--- src/rtl/phase_sequencer.sv ---
// phase_sequencer: N-phase cyclic sequencer with pause/restart, per-phase dwell and loop counter.
// Optional PHASE_SEQ_ONESHOT_EN adds oneshot/done to stop in the last phase after one loop.
module phase_sequencer #(
    parameter int NUM_PHASES = 3,
    parameter int PW         = $clog2(NUM_PHASES),
    parameter int DWELL_W    = 4,
    parameter int CNT_W      = 8
) (
    input  logic                          clk,
    input  logic                          rst,
    input  logic                          pause,
    input  logic                          restart,
`ifdef PHASE_SEQ_ONESHOT_EN
    input  logic                          oneshot,
    output logic                          done,
`endif
    input  logic [NUM_PHASES*DWELL_W-1:0] dwell,
    output logic [PW-1:0]                 phase,
    output logic                          odd,
    output logic                          even,
    output logic                          terminal,
    output logic [CNT_W-1:0]              loop_cnt
);
    logic [PW-1:0]      r_phase;
    logic [DWELL_W-1:0] r_dc;
    logic [CNT_W-1:0]   r_cnt;
    logic [DWELL_W-1:0] w_dw;
    logic               w_inr;
    logic               w_last;
    logic               w_done;
    logic               w_hold;

`ifdef PHASE_SEQ_ONESHOT_EN
    logic r_done;
    assign done   = r_done;
    assign w_hold = r_done;
`else
    assign w_hold = 1'b0;
`endif

    assign w_inr  = int'(r_phase) < NUM_PHASES;
    assign w_last = int'(r_phase) == NUM_PHASES - 1;
    // Out-of-range phases read a zero dwell; they are flushed to phase 0 anyway.
    assign w_dw   = w_inr ? dwell[int'(r_phase)*DWELL_W +: DWELL_W] : '0;
    assign w_done = r_dc >= w_dw;

    assign phase    = r_phase;
    assign loop_cnt = r_cnt;
    assign odd      = ~r_phase[0];
    assign even     = r_phase[0];
    assign terminal = w_hold ? restart : w_last && ((w_done && !pause) || restart);

    always_ff @(posedge clk or posedge rst) begin
        if (rst) begin
            r_phase <= '0;
            r_dc    <= '0;
            r_cnt   <= '0;
`ifdef PHASE_SEQ_ONESHOT_EN
            r_done  <= 1'b0;
`endif
        end else if (restart) begin
            r_phase <= '0;
            r_dc    <= '0;
`ifdef PHASE_SEQ_ONESHOT_EN
            r_done  <= 1'b0;
`endif
        end else if (!w_hold) begin
            if (!w_inr) begin
                r_phase <= '0;
                r_dc    <= '0;
            end else if (!pause) begin
                if (!w_done) begin
                    r_dc <= r_dc + 1'b1;
                end else if (!w_last) begin
                    r_phase <= r_phase + 1'b1;
                    r_dc    <= '0;
                end else begin
                    r_cnt <= r_cnt + 1'b1;
`ifdef PHASE_SEQ_ONESHOT_EN
                    if (oneshot) r_done <= 1'b1;
                    else
`endif
                    begin
                        r_phase <= '0;
                        r_dc    <= '0;
                    end
                end
            end
        end
    end
endmodule

--- config.mk ---
export PLATFORM = sky130hd
export DESIGN_NAME = phase_sequencer
export DESIGN_NICKNAME = d
export VERILOG_FILES = /design/src/rtl/phase_sequencer.sv
export SDC_FILE = /design/constraint.sdc
export NUM_CORES = 1
export LEC_CHECK = 0
export ABC_CLOCK_PERIOD_IN_PS = 3200
export CAP_MARGIN = 15
export CORE_MARGIN = 2
export CORE_UTILIZATION = 40
export CTS_CLUSTER_DIAMETER = 200
export DETAILED_ROUTE_END_ITERATION = 10
export GPL_TIMING_DRIVEN = 0
export PLACE_DENSITY = 0.71
export SYNTH_ARGS = -nofsm -noshare
export SYNTH_HDL_FRONTEND = slang
export SYNTH_SLANG_ARGS = --single-unit
--- constraint.sdc ---
create_clock -name clk -period 3.2 [get_ports clk]
set_input_delay 0.8 -clock clk [delete_from_list [all_inputs] [get_ports clk]]
set_output_delay 0.8 -clock clk [all_outputs]
set_load 0.01 [all_outputs]
# == After elaboration in Yosys (flattened, before gate mapping) ==
# Index checks and enable logic that the tools add are counted.
# word_totals
ff_bits,14
inputBits,16
output_inout_bits,13
elab_cells,31
# op_classes
addsub,3
order_cmp,2
n_eq_ne,3
shifts,1
mux,10
bitwise,3
n_reduce_logical,6
# ops
cell,n
$mux 4,5
$shiftx 12x5->4,1
$mux 2,5
$add 8x1->8 const B,1
$reduce_and 5->1,1
$add 4x1->4 const B,1
$ge 4x4->1,1
$ne 3x2->1 const B,1
$ne 3x3->1 const B,1
$not 1->1,3
$add 2x1->2 const B,1
$eq 2x2->1 const B,1
$logic_and 1x1->1,2
$lt 2x2->1 const B,1
$reduce_and 2->1,1
$logic_not 1->1,1
$logic_or 1x1->1,1

# == Depth between registers and ports, before layout ==
# Gate-level depths: netlist (run 1).
# logic_depth
ltp_word,7
depth_mapped,11
ltp_nobuf,9

# == Worst setup path after synthesis (run 1) ==
# OpenSTA, ideal clock, no wires.
# synth_timing
path_kind,reg2out
from,"register r_phase[1], in the netlist phase[1]"
to,output port terminal
t_arrival_ns,2.257
t_required_ns,2.400
path_slack_ns,0.143
path_stages_with_launch,9
path_buffers,1
cell_sequence,dfrtp_1 -> clkbuf_1 -> mux2i_1 -> o21ai_0 -> ha_1 -> nand2b_1 -> a2111oi_4 -> nor3_1 -> o211a_1
# synth_between
elab_chain_cells,6
word_cells_on_any_way,8
cone_classes,order compare: 2; eq/ne: 1; shift: 1; mux: 1; reduce/logical: 3
# synth_lines
item,line_no,rtl
from (decl),24,logic [PW-1:0] r_phase;
from (signal assigned),75,r_phase <= r_phase + 1'b1;
$shiftx 12x5->4 or $lt 2x2->1 (tied branches),"44, 41",
$mux 4,44,assign w_dw = w_inr ? dwell[int'(r_phase)*DWELL_W +: DWELL_W] : '0;
$ge 4x4->1,45,assign w_done = r_dc >= w_dw;
$logic_and 1x1->1,51,assign terminal = w_hold ? restart : w_last && ((w_done && !pause) || restart);
$logic_or 1x1->1,51,
$logic_and 1x1->1 *,51,
to (decl),21,"output logic terminal,"
# Every way passes the cells marked *; elsewhere a longest branch is shown, timed or not.

# == Worst setup path after layout (run 1) ==
# layout_timing
from,input port dwell[8]
to,output port terminal
# layout_between
elab_chain_cells,6
# layout_lines
item,line_no,rtl
from (decl),17,"input logic [NUM_PHASES*DWELL_W-1:0] dwell,"
$shiftx 12x5->4,44,
$mux 4,44,
$ge 4x4->1,45,
$logic_and 1x1->1,51,
$logic_or 1x1->1,51,
$logic_and 1x1->1,51,
# Every way passes these cells.

==> run_summary.xml, run 1 <==
<?xml version="1.0" encoding="UTF-8"?>
<metrics>
  <group name="status">
    <metric name="outcome" unit="">complete, but fails checks</metric>
    <metric name="violations" unit="">setup timing</metric>
  </group>
  <group name="place">
    <metric name="place.gp.congestion" unit="">0.757</metric>
    <metric name="hpwlAfterDp" unit="µm">1590</metric>
    <metric name="place_area" unit="µm²">1290</metric>
    <metric name="numPortBuffers" unit="">27</metric>
  </group>
  <group name="final_layout">
    <metric name="layout.cells.most_common" unit="">sky130_fd_sc_hd__clkdlybuf4s50_1</metric>
    <metric name="post-route-cell-area" unit="µm²">1440</metric>
    <metric name="utilization" unit="">0.631</metric>
    <metric name="n_fill_cell" unit="">196</metric>
    <metric name="fin_nets" unit="">165</metric>
    <metric name="layout.cells.most_common_list" unit="">sky130_fd_sc_hd__clkdlybuf4s50_1 (15), sky130_fd_sc_hd__nand2_1 (13), sky130_fd_sc_hd__buf_4 (13), sky130_fd_sc_hd__dfrtp_1 (13), sky130_fd_sc_hd__xor2_1 (7)</metric>
    <metric name="layout-area-overhead-vs-synth" unit="%">46.3</metric>
    <metric name="drive_above_1_share" unit="">0.305</metric>
    <metric name="antenna_cells" unit="">0</metric>
  </group>
  <group name="run">
    <metric name="max_cap_viol_count" unit="">0</metric>
  </group>
  <group name="floorplanning">
    <metric name="fp.dieArea" unit="µm²">2860</metric>
    <metric name="fp-row-count" unit="">17</metric>
    <metric name="initial_core_util" unit="">0.431</metric>
    <metric name="dieHeight" unit="µm">53.5</metric>
    <metric name="die_width" unit="µm">53.5</metric>
    <metric name="core_region_area" unit="µm²">2280</metric>
    <metric name="floorplan.io_pins" unit="">29</metric>
  </group>
  <group name="grt">
    <metric name="overall_fraction_of_global_route_tracks_in_use" unit="">0.162</metric>
    <metric name="grt_first_pass_wirelength" unit="µm">3350</metric>
    <metric name="number_of_global_route_vias_before_repair" unit="">787</metric>
    <metric name="grt_overflow_total" unit="">0</metric>
    <metric name="pin_count_of_the_biggest_net_entering_global_routing" unit="">15</metric>
    <metric name="initial_antenna_violation_count" unit="">0</metric>
  </group>
  <group name="drt">
    <metric name="detailed_routing_wirelength_on_met1" unit="µm">990</metric>
    <metric name="drc_errors_left" unit="">0</metric>
    <metric name="post_drt_wl_per_cell" unit="µm">13.4</metric>
    <metric name="vias" unit="">872</metric>
    <metric name="uppermost_metal_layer_occupied_by_signal_nets" unit="">met4</metric>
    <metric name="drt_pre_antenna_iters" unit="">2</metric>
    <metric name="final_antenna_net_count" unit="">0</metric>
    <metric name="wl_met2" unit="µm">1130</metric>
    <metric name="via_per_inst" unit="">5.16</metric>
    <metric name="totalWireLength" unit="µm">2260</metric>
    <metric name="drt_first_iter_violations" unit="">3</metric>
    <metric name="met3RoutedLength" unit="µm">110</metric>
  </group>
  <group name="yosys">
    <metric name="synthesis.nets" unit="">122</metric>
    <metric name="synth-main-ff-cell" unit="">sky130_fd_sc_hd__dfrtp_1</metric>
    <metric name="synth_area" unit="µm²">981</metric>
    <metric name="synth_edf_count" unit="">0</metric>
    <metric name="post_synth_inst_count" unit="">100</metric>
    <metric name="main_combinational_cell_family_by_area_after_synthesis" unit="">simple AND/OR/NAND/NOR gates</metric>
    <metric name="adder_and_majority_gate_portion_of_the_synthesized_area" unit="">0.0765</metric>
    <metric name="synth-seq-area-share" unit="">0.357</metric>
    <metric name="post_synth_xor_area_fraction" unit="">0.0625</metric>
    <metric name="synth-compound-area-share" unit="">0.119</metric>
    <metric name="synth.top_cells.by_area" unit="">sky130_fd_sc_hd__dfrtp_1 (36%), sky130_fd_sc_hd__ha_1 (7.7%), sky130_fd_sc_hd__xor2_1 (6.3%)</metric>
    <metric name="synth_simple_gate_area_frac" unit="">0.260</metric>
    <metric name="synth.area.mux_share" unit="">0.0727</metric>
    <metric name="yosys_warnings" unit="">0</metric>
    <metric name="async_flop_share" unit="">1.00</metric>
    <metric name="post_synth.cell_area_avg" unit="µm²">9.81</metric>
    <metric name="yosysTopAreaCell" unit="">sky130_fd_sc_hd__dfrtp_1</metric>
    <metric name="yosys.area.top_type_share" unit="">0.357</metric>
    <metric name="ys_types" unit="">33</metric>
    <metric name="postSynthRegisterBits" unit="">14</metric>
  </group>
  <group name="hold_path">
    <metric name="worstHoldPathType" unit="">reg2reg</metric>
  </group>
  <group name="pwr">
    <metric name="static_leakage_power" unit="nW">0.683</metric>
    <metric name="peakVddDrop" unit="mV">0.169</metric>
    <metric name="report.power.total" unit="mW">0.429</metric>
    <metric name="power.density_cell_area" unit="nW/µm²">299</metric>
  </group>
  <group name="sta">
    <metric name="period_minus_slack" unit="ns">3.24</metric>
    <metric name="setup_repair_after_global_routing_missed_its_margin" unit="">yes</metric>
    <metric name="worst_hold_margin" unit="ns">0.470</metric>
    <metric name="fin_crit_sh" unit="">1.01</metric>
    <metric name="timing.max_slew.rel_slack" unit="">0.622</metric>
    <metric name="hold_viol_final" unit="">0</metric>
    <metric name="setup_viol_count_final" unit="">1</metric>
    <metric name="final.setup.worst_slack" unit="ns">-0.0386</metric>
    <metric name="fin_skew" unit="ns">0.00302</metric>
    <metric name="finalMaxSlewViolations" unit="">0</metric>
    <metric name="maxClockFrequency" unit="MHz">309</metric>
    <metric name="tightestPinTransition" unit="ns">0.566</metric>
  </group>
  <group name="worst_setup_path">
    <metric name="critPathRequiredTime" unit="ns">2.40</metric>
    <metric name="worst_ep_arrival_time" unit="ns">2.44</metric>
    <metric name="end_kind" unit="">output pin</metric>
    <metric name="critPathLaunchType" unit="">primary input</metric>
    <metric name="crit_type" unit="">in2out</metric>
    <metric name="critical_path_peak_fanout" unit="">3</metric>
  </group>
  <group name="cts">
    <metric name="cts_hold_buffers" unit="">0</metric>
    <metric name="cts.sinks" unit="">14</metric>
    <metric name="clock_tree.root_cell" unit="">sky130_fd_sc_hd__clkbuf_4</metric>
    <metric name="clk_latency" unit="ns">0.28</metric>
    <metric name="cts-buffers-inserted" unit="">3</metric>
    <metric name="cts.path.max_buffers" unit="">2</metric>
    <metric name="cts_tree" unit="">done</metric>
    <metric name="ctsHtreeMaxLevel" unit="">1</metric>
    <metric name="worst_setup_hold_path_clk_slew" unit="ns">0.09</metric>
  </group>
</metrics>
-- power breakdown --
group	internal (mW)	switching (mW)	total, mW
registers	0.181	0.00505	0.186
logic	0.0704	0.0712	0.142
clock network	0.0437	0.0580	0.102
-- area by class of cell --
cell class,instances,area [µm²],area share
multi-input combinational,77,636,0.443
sequential,14,352,0.245
timing repair buffer,39,340,0.237
buffer,5,36.3,0.0253
tap,28,35.0,0.0244
clock buffer,3,22.5,0.0157
inverter,3,13.8,0.00959
-- sequential cells by signal, indices dropped and copies added, names as in the netlist --
signal and count:
r_dc 4, phase 2, loop_cnt 8
-- per-stage QoR --
stage                     TNS [ns]  std cells  worst slack, ns
final                      -0.0386        169          -0.0386
after global routing       -0.0777        169          -0.0777
after CTS                        0        159          0.00137
after detailed placement    -0.831        155           -0.831
after global placement      -0.827        155           -0.827
after floorplan                  0        100            0.143
-- critical path, stage by stage --
cell	delay [ns]
sky130_fd_sc_hd__buf_6	0.09
sky130_fd_sc_hd__mux2i_1	0.15
sky130_fd_sc_hd__o21ai_1	0.09
sky130_fd_sc_hd__ha_1	0.29
sky130_fd_sc_hd__nand2b_4	0.15
sky130_fd_sc_hd__a2111oi_4	0.44
sky130_fd_sc_hd__nor3_4	0.09
sky130_fd_sc_hd__o211a_1	0.21
sky130_fd_sc_hd__buf_2	0.13
-- Yosys cell counts, types with 2 or more instances --
master and count:
sky130_fd_sc_hd__and3_1 2, sky130_fd_sc_hd__o21ai_0 3, sky130_fd_sc_hd__nor4_2 2, sky130_fd_sc_hd__nor2b_1 2, sky130_fd_sc_hd__dfrtp_1 14, sky130_fd_sc_hd__xor2_1 7, sky130_fd_sc_hd__mux2i_1 6, sky130_fd_sc_hd__nor3_1 4
sky130_fd_sc_hd__o22ai_1 2, sky130_fd_sc_hd__nor2_1 8, sky130_fd_sc_hd__a21oi_1 7, sky130_fd_sc_hd__buf_4 2, sky130_fd_sc_hd__ha_1 6, sky130_fd_sc_hd__inv_1 3, sky130_fd_sc_hd__nand3_1 2, sky130_fd_sc_hd__nand2_1 13
-- routing by layer --
layer / track usage / vias up
met1: 0.190 / 399
met4: 0.0769 / 0
li1: - / 441
met3: 0.0226 / 5
met2: 0.288 / 27
met5: 0 / -
-- final timing paths --
kind	start	to	slack, ns	depth (start not counted)
min	loop_cnt[7]	loop_cnt[7]	0.47	1
max reg2reg	phase[0]	loop_cnt[3]	0.79	10
min reg2reg	loop_cnt[7]	loop_cnt[7]	0.47	1
max	dwell[8]	terminal	-0.04	9
max in group asynchronous	rst	phase[1]	1.94	2
min in group asynchronous	rst	loop_cnt[2]	0.86	2
-- what timing repair did --
action | 4_1_cts | 5_1_grt
buffers inserted | 2 | 10
hold endpoints to repair | 0 | 0
gates resized for setup | 41 | 3
pin swaps | 15 | 7
setup endpoints to repair | 1 | 1
-- kinds of logic after synthesis --
group,Yosys count
AO/OA/AOI/OAI,16
XOR/XNOR,7
adder cells (fa/ha/maj),6
buffers and inverters,9
flip-flops,14
multiplexers,7
AND/OR/NAND/NOR,41
Note: power is estimated with default switching activity, not from simulation.
==> run 2: changes to the inputs <==
==> config.mk (replaced) <==
export PLATFORM = sky130hd
export DESIGN_NAME = phase_sequencer
export DESIGN_NICKNAME = d
export VERILOG_FILES = /design/src/rtl/phase_sequencer.sv
export SDC_FILE = /design/constraint.sdc
export NUM_CORES = 1
export LEC_CHECK = 0
export ABC_CLOCK_PERIOD_IN_PS = 3250
export CAP_MARGIN = 15
export CORE_MARGIN = 2
export CORE_UTILIZATION = 46
export CTS_CLUSTER_DIAMETER = 200
export DETAILED_ROUTE_END_ITERATION = 10
export GPL_TIMING_DRIVEN = 0
export PLACE_DENSITY = 0.8
export SYNTH_ARGS = -nofsm -noshare
export SYNTH_HDL_FRONTEND = slang
export SYNTH_SLANG_ARGS = --single-unit
==> constraint.sdc (replaced) <==
create_clock -name clk -period 3.25 [get_ports clk]
set_input_delay 0.8125 -clock clk [delete_from_list [all_inputs] [get_ports clk]]
set_output_delay 0.8125 -clock clk [all_outputs]
set_load 0.01 [all_outputs]
==> run 2 against run 1 <==
The flow now finishes without violations. Die area fell by 12%. First-iteration DRC count rose to 7.7 times the previous value. Clock skew hardly changed. Largest cell class unchanged. Largest power group unchanged.
==> run_summary.xml, run 2 (synthesis results as in run 1) <==
<?xml version="1.0" encoding="UTF-8"?>
<metrics>
  <group name="final_layout">
    <metric name="layout-area-overhead-vs-synth" unit="%">47.3</metric>
    <metric name="fin_nets" unit="">164</metric>
    <metric name="drive_above_1_share" unit="">0.298</metric>
    <metric name="layout.cells.most_common" unit="">sky130_fd_sc_hd__clkdlybuf4s50_1</metric>
    <metric name="utilization" unit="">0.729</metric>
    <metric name="layout.cells.most_common_list" unit="">sky130_fd_sc_hd__clkdlybuf4s50_1 (16), sky130_fd_sc_hd__nand2_1 (13), sky130_fd_sc_hd__buf_4 (13), sky130_fd_sc_hd__dfrtp_1 (13), sky130_fd_sc_hd__xor2_1 (7)</metric>
    <metric name="largest_register_ffs" unit="">8</metric>
    <metric name="antenna_cells" unit="">0</metric>
    <metric name="post-route-cell-area" unit="µm²">1450</metric>
  </group>
  <group name="grt">
    <metric name="initial_antenna_violation_count" unit="">0</metric>
    <metric name="overall_fraction_of_global_route_tracks_in_use" unit="">0.203</metric>
    <metric name="grt_overflow_total" unit="">0</metric>
    <metric name="number_of_global_route_vias_before_repair" unit="">876</metric>
    <metric name="pin_count_of_the_biggest_net_entering_global_routing" unit="">15</metric>
    <metric name="grt_first_pass_wirelength" unit="µm">3860</metric>
  </group>
  <group name="sta">
    <metric name="tightestPinTransition" unit="ns">0.543</metric>
    <metric name="maxClockFrequency" unit="MHz">311</metric>
    <metric name="finalMaxSlewViolations" unit="">0</metric>
    <metric name="setup-tns-final" unit="ns">0</metric>
    <metric name="setup_viol_count_final" unit="">0</metric>
    <metric name="fin_skew" unit="ns">0.00292</metric>
    <metric name="setup_repair_after_global_routing_missed_its_margin" unit="">yes</metric>
    <metric name="period_minus_slack" unit="ns">3.22</metric>
    <metric name="fin_crit_sh" unit="">0.990</metric>
    <metric name="timing.max_slew.rel_slack" unit="">0.638</metric>
    <metric name="hold_viol_final" unit="">0</metric>
    <metric name="worst_hold_margin" unit="ns">0.466</metric>
  </group>
  <group name="worst_setup_path">
    <metric name="crit_path_max_incr_delay" unit="ns">0.39</metric>
    <metric name="rr_startpoint" unit="">phase[0]</metric>
    <metric name="critPathRequiredTime" unit="ns">2.44</metric>
    <metric name="rr_worst_depth" unit="">11</metric>
    <metric name="end_kind" unit="">output pin</metric>
    <metric name="timing.critical_path.slowest_stage_cell" unit="">sky130_fd_sc_hd__a2111oi_4</metric>
    <metric name="critPathLaunchType" unit="">primary input</metric>
    <metric name="crit_type" unit="">in2out</metric>
    <metric name="worst_ep_arrival_time" unit="ns">2.41</metric>
    <metric name="critical_path_peak_fanout" unit="">3</metric>
    <metric name="timing.reg2reg.setup_slack" unit="ns">0.74</metric>
    <metric name="cell_chain_of_the_critical_path" unit="">clkdlybuf4s15_1 -&gt; mux2i_1 -&gt; nor2_1 -&gt; a21oi_2 -&gt; ha_1 -&gt; a2111oi_4 -&gt; nor3_4 -&gt; o211a_1 -&gt; buf_6</metric>
    <metric name="crit_start" unit="">dwell[1]</metric>
  </group>
  <group name="place">
    <metric name="hpwlAfterDp" unit="µm">1620</metric>
    <metric name="numPortBuffers" unit="">27</metric>
    <metric name="place.gp.congestion" unit="">0.727</metric>
    <metric name="place_area" unit="µm²">1280</metric>
  </group>
  <group name="floorplanning">
    <metric name="fp-row-count" unit="">16</metric>
    <metric name="initial_core_util" unit="">0.495</metric>
    <metric name="floorplan.io_pins" unit="">29</metric>
    <metric name="core_region_area" unit="µm²">1980</metric>
    <metric name="fp.dieArea" unit="µm²">2520</metric>
    <metric name="dieHeight" unit="µm">50.2</metric>
    <metric name="die_width" unit="µm">50.2</metric>
  </group>
  <group name="pwr">
    <metric name="power.share.clock" unit="">0.278</metric>
    <metric name="power.share.combinational" unit="">0.321</metric>
    <metric name="report.power.total" unit="mW">0.455</metric>
    <metric name="power.switching" unit="mW">0.135</metric>
    <metric name="peakVddDrop" unit="mV">0.163</metric>
    <metric name="power.density_cell_area" unit="nW/µm²">315</metric>
    <metric name="p_int" unit="mW">0.320</metric>
    <metric name="static_leakage_power" unit="nW">0.682</metric>
    <metric name="switching_share" unit="">0.297</metric>
    <metric name="seqPwrFrac" unit="">0.401</metric>
  </group>
  <group name="drt">
    <metric name="final_antenna_net_count" unit="">0</metric>
    <metric name="via_per_inst" unit="">5.36</metric>
    <metric name="totalWireLength" unit="µm">2320</metric>
    <metric name="post_drt_wl_per_cell" unit="µm">13.8</metric>
    <metric name="vias" unit="">901</metric>
    <metric name="drt_pre_antenna_iters" unit="">4</metric>
    <metric name="drc_errors_left" unit="">0</metric>
    <metric name="drt_first_iter_violations" unit="">23</metric>
  </group>
  <group name="hold_path">
    <metric name="min-delay-start" unit="">loop_cnt[7]</metric>
    <metric name="worstHoldPathCells" unit="">1</metric>
    <metric name="worstHoldPathType" unit="">reg2reg</metric>
  </group>
  <group name="cts">
    <metric name="cts_tree" unit="">done</metric>
    <metric name="clk_latency" unit="ns">0.28</metric>
    <metric name="cts-buffers-inserted" unit="">3</metric>
    <metric name="cts.sinks" unit="">14</metric>
    <metric name="clock_tree.root_cell" unit="">sky130_fd_sc_hd__clkbuf_4</metric>
    <metric name="worst_setup_hold_path_clk_slew" unit="ns">0.08</metric>
    <metric name="ctsHtreeMaxLevel" unit="">1</metric>
    <metric name="cts.path.max_buffers" unit="">2</metric>
  </group>
  <group name="run">
    <metric name="max_cap_viol_count" unit="">0</metric>
  </group>
  <group name="status">
    <metric name="outcome" unit="">completed</metric>
  </group>
</metrics>
==> run 2: final timing paths <==
| check | end |
|---|---|
| setup / recovery | terminal |
| hold / removal | loop_cnt[7] |
| setup reg to reg | loop_cnt[2] |
| hold reg to reg | loop_cnt[7] |
| max in group asynchronous | phase[1] |
| min in group asynchronous | r_dc[3] |
==> run 2: metrics by stage <==
stage	std cells	setup WS, ns
after floorplan	100	0.181
after global placement	154	-0.808
after detailed placement	154	-0.823
after CTS	160	0.00644
after global routing	168	-0.0728
final	168	0.0315
==> run 2: power groups by stage <==
stage | Combinational [mW] | Clock [mW] | Sequential (mW)
2_1_floorplan | 0.0718 | 0 | 0.186
3_3_place_gp | 0.108 | 0 | 0.186
3_5_place_dp | 0.111 | 0 | 0.186
4_1_cts | 0.130 | 0.128 | 0.183
5_1_grt | 0.157 | 0.138 | 0.183
6_report | 0.146 | 0.126 | 0.183
==> run 2: area by class of cell <==
type,count,area (µm²)
timing repair buffer,38,348
inverter,3,13.8
tap,27,33.8
buffer,5,36.3
fill,140,537
sequential,14,352
multi-input combinational,77,626
clock buffer,4,36.3
==> run 2: critical path, delay by kind of cell <==
family          cells  cell delay (ns)
mux                 1             0.14
compound gates      3             0.71
buf+inv             2             0.29
fa+ha+maj           1             0.27
simple gates        2             0.17
==> run 2: layer usage <==
metal	GRT usage	wire length (µm)	up-vias
met2	0.344	1200	28
met5	0	0	-
li1	-	-	433
met1	0.238	947	433
met4	0.125	64	0
met3	0.0327	100	7
==> run 2: repair_timing <==
action                     in CTS  in global routing
buffers inserted                3                  8
hold buffers                    0                  0
setup endpoints to repair       1                  1
resized for setup              37                  5
pin swaps                      14                  7
==> run 3: changes to the inputs <==
--- a/config.mk
+++ b/config.mk
@@ -7,7 +7,7 @@
 export LEC_CHECK = 0
 export ABC_CLOCK_PERIOD_IN_PS = 3250
 export CAP_MARGIN = 15
-export CORE_MARGIN = 2
+export CORE_MARGIN = 4
 export CORE_UTILIZATION = 46
 export CTS_CLUSTER_DIAMETER = 200
 export DETAILED_ROUTE_END_ITERATION = 10
==> run 3 against run 2 <==
Setup slack better by 0.045 ns. Total power down 7.7%. Combinational power down 5%. Sequential cell count unchanged.
==> run_summary.xml, run 3 (synthesis results as in run 1) <==
<?xml version="1.0" encoding="UTF-8"?>
<metrics>
  <group name="sta">
    <metric name="final.setup.worst_slack" unit="ns">0.0763</metric>
    <metric name="finalMaxSlewViolations" unit="">0</metric>
    <metric name="setup-tns-final" unit="ns">0</metric>
    <metric name="setup_repair_after_global_routing_missed_its_margin" unit="">no</metric>
    <metric name="fin_crit_sh" unit="">0.977</metric>
    <metric name="fin_skew" unit="ns">0.00186</metric>
    <metric name="hold_viol_final" unit="">0</metric>
    <metric name="tightestPinTransition" unit="ns">0.540</metric>
    <metric name="period_minus_slack" unit="ns">3.17</metric>
    <metric name="worst_hold_margin" unit="ns">0.473</metric>
    <metric name="setup_viol_count_final" unit="">0</metric>
    <metric name="maxClockFrequency" unit="MHz">315</metric>
    <metric name="timing.max_slew.rel_slack" unit="">0.640</metric>
  </group>
  <group name="worst_setup_path">
    <metric name="crit_path_max_incr_delay" unit="ns">0.29</metric>
    <metric name="timing.critical_path.slowest_stage_cell" unit="">sky130_fd_sc_hd__ha_2</metric>
    <metric name="cp_top_family" unit="">compound AO/OA/AOI/OAI gates</metric>
    <metric name="cp_num_cells" unit="">10</metric>
    <metric name="crit_type" unit="">in2out</metric>
    <metric name="rr_worst_depth" unit="">11</metric>
    <metric name="critPathLaunchType" unit="">primary input</metric>
    <metric name="worst_ep_arrival_time" unit="ns">2.36</metric>
    <metric name="critical_path_peak_fanout" unit="">2</metric>
    <metric name="end_kind" unit="">output pin</metric>
    <metric name="critPathRequiredTime" unit="ns">2.44</metric>
    <metric name="cp_num_buf_inv" unit="">2</metric>
    <metric name="cell_chain_of_the_critical_path" unit="">dlygate4sd2_1 -&gt; mux2i_1 -&gt; nor2_1 -&gt; a21oi_1 -&gt; ha_2 -&gt; o21a_1 -&gt; nor2_4 -&gt; nor3_2 -&gt; o211a_1 -&gt; buf_2</metric>
  </group>
  <group name="floorplanning">
    <metric name="initial_core_util" unit="">0.490</metric>
    <metric name="fp-row-count" unit="">16</metric>
    <metric name="dieHeight" unit="µm">54.2</metric>
    <metric name="floorplan.io_pins" unit="">29</metric>
    <metric name="die_width" unit="µm">54.2</metric>
    <metric name="core_region_area" unit="µm²">2000</metric>
    <metric name="fp.dieArea" unit="µm²">2940</metric>
  </group>
  <group name="pwr">
    <metric name="switching_share" unit="">0.307</metric>
    <metric name="seqPwrFrac" unit="">0.437</metric>
    <metric name="peakVddDrop" unit="mV">0.161</metric>
    <metric name="power.density_cell_area" unit="nW/µm²">296</metric>
    <metric name="power.share.combinational" unit="">0.329</metric>
    <metric name="report.power.total" unit="mW">0.420</metric>
    <metric name="static_leakage_power" unit="nW">0.671</metric>
    <metric name="p_int" unit="mW">0.291</metric>
    <metric name="power.switching" unit="mW">0.129</metric>
    <metric name="power.share.clock" unit="">0.234</metric>
  </group>
  <group name="cts">
    <metric name="worst_setup_hold_path_clk_slew" unit="ns">0.08</metric>
    <metric name="cts_hold_buffers" unit="">0</metric>
    <metric name="clock_tree.root_cell" unit="">sky130_fd_sc_hd__clkbuf_4</metric>
    <metric name="cts.path.max_buffers" unit="">2</metric>
    <metric name="clk_latency" unit="ns">0.28</metric>
    <metric name="cts_tree" unit="">done</metric>
    <metric name="cts.sinks" unit="">14</metric>
    <metric name="ctsHtreeMaxLevel" unit="">1</metric>
    <metric name="cts-buffers-inserted" unit="">3</metric>
  </group>
  <group name="final_layout">
    <metric name="seqCellArea" unit="µm²">352</metric>
    <metric name="layout.cells.most_common" unit="">sky130_fd_sc_hd__clkdlybuf4s50_1</metric>
    <metric name="n_fill_cell" unit="">161</metric>
    <metric name="fin_nets" unit="">164</metric>
    <metric name="layout-area-overhead-vs-synth" unit="%">44.6</metric>
    <metric name="largest_register_ffs" unit="">8</metric>
    <metric name="drive_above_1_share" unit="">0.293</metric>
    <metric name="multi_input_comb_area" unit="µm²">632</metric>
    <metric name="layout.cells.most_common_list" unit="">sky130_fd_sc_hd__clkdlybuf4s50_1 (16), sky130_fd_sc_hd__nand2_1 (13), sky130_fd_sc_hd__buf_4 (13), sky130_fd_sc_hd__dfrtp_1 (13), sky130_fd_sc_hd__xor2_1 (7)</metric>
    <metric name="antenna_cells" unit="">0</metric>
  </group>
  <group name="place">
    <metric name="hpwlAfterDp" unit="µm">1650</metric>
    <metric name="numPortBuffers" unit="">27</metric>
    <metric name="dp_slack" unit="ns">-0.828</metric>
    <metric name="place.gp.congestion" unit="">0.769</metric>
  </group>
  <group name="grt">
    <metric name="grt_first_pass_wirelength" unit="µm">3430</metric>
    <metric name="overall_fraction_of_global_route_tracks_in_use" unit="">0.160</metric>
    <metric name="number_of_global_route_vias_before_repair" unit="">830</metric>
    <metric name="initial_antenna_violation_count" unit="">0</metric>
    <metric name="pin_count_of_the_biggest_net_entering_global_routing" unit="">15</metric>
    <metric name="grt_overflow_total" unit="">0</metric>
  </group>
  <group name="drt">
    <metric name="totalWireLength" unit="µm">2280</metric>
    <metric name="via_per_inst" unit="">5.40</metric>
    <metric name="drt_first_iter_violations" unit="">19</metric>
    <metric name="drt_pre_antenna_iters" unit="">4</metric>
    <metric name="drc_errors_left" unit="">0</metric>
    <metric name="post_drt_wl_per_cell" unit="µm">13.6</metric>
    <metric name="final_antenna_net_count" unit="">0</metric>
    <metric name="vias" unit="">902</metric>
  </group>
  <group name="status">
    <metric name="outcome" unit="">completed</metric>
  </group>
  <group name="hold_path">
    <metric name="worstHoldPathType" unit="">reg2reg</metric>
    <metric name="worstHoldPathCells" unit="">1</metric>
  </group>
  <group name="run">
    <metric name="max_cap_viol_count" unit="">0</metric>
  </group>
</metrics>
run 3: area by class of cell:
cell class	instances	share of cell area
Multi-Input combinational cell	77	0.445
Inverter	3	0.00794
Buffer	5	0.0256
Sequential cell	14	0.248
Clock buffer	3	0.0159
Timing Repair Buffer	38	0.234
Tap cell	27	0.0238
run 3: repair_timing:
action                     CTS  global route
setup buffers                4             7
pin swaps                   13             9
setup endpoints to repair    1             1
gates resized for setup     29             6
run 3: power groups by stage:
stage	clock (mW)	combinational, mW	sequential (mW)
5_1_grt	0.103	0.148	0.184
3_3_place_gp	0	0.108	0.186
4_1_cts	0.0996	0.129	0.183
6_report	0.0984	0.138	0.183
2_1_floorplan	0	0.0718	0.186
3_5_place_dp	0	0.111	0.186
run 3: metrics by stage:
step,std cells,cell area [µm²],utilization
3_5_place_dp,154,1280,0.642
6_report,167,1420,0.709
4_1_cts,160,1360,0.679
2_1_floorplan,100,981,-
5_1_grt,167,1420,0.709
3_3_place_gp,154,1280,0.642
run 3: worst register-to-register path, stage by stage (launching register included):
cell	delay, ns
sky130_fd_sc_hd__dfrtp_2	0.50
sky130_fd_sc_hd__buf_4	0.17
sky130_fd_sc_hd__mux2i_1	0.17
sky130_fd_sc_hd__nor2_1	0.06
sky130_fd_sc_hd__a21oi_1	0.14
sky130_fd_sc_hd__ha_2	0.29
sky130_fd_sc_hd__o21a_1	0.20
sky130_fd_sc_hd__nor2_4	0.11
sky130_fd_sc_hd__buf_4	0.13
sky130_fd_sc_hd__buf_2	0.23
sky130_fd_sc_hd__nor3_1	0.09
sky130_fd_sc_hd__xor2_1	0.15
run 3: routing by layer:
metal | part of all wire | up-vias | track usage
met5 | 0 | - | 0
met4 | 0.021 | 0 | 0.0830
met3 | 0.056 | 5 | 0.0166
met2 | 0.51 | 35 | 0.303
met1 | 0.41 | 429 | 0.172
li1 | - | 433 | -
run 3: path summary, 6_finish.rpt:
check / slack [ns] / start / to
setup / recovery: 0.08 / dwell[10] / terminal
min in group asynchronous: 0.86 / rst / loop_cnt[5]
setup reg to reg: 0.88 / phase[1] / loop_cnt[2]
hold reg to reg: 0.47 / loop_cnt[7] / loop_cnt[7]
max in group asynchronous: 2.00 / rst / phase[1]
hold / removal: 0.47 / loop_cnt[7] / loop_cnt[7]
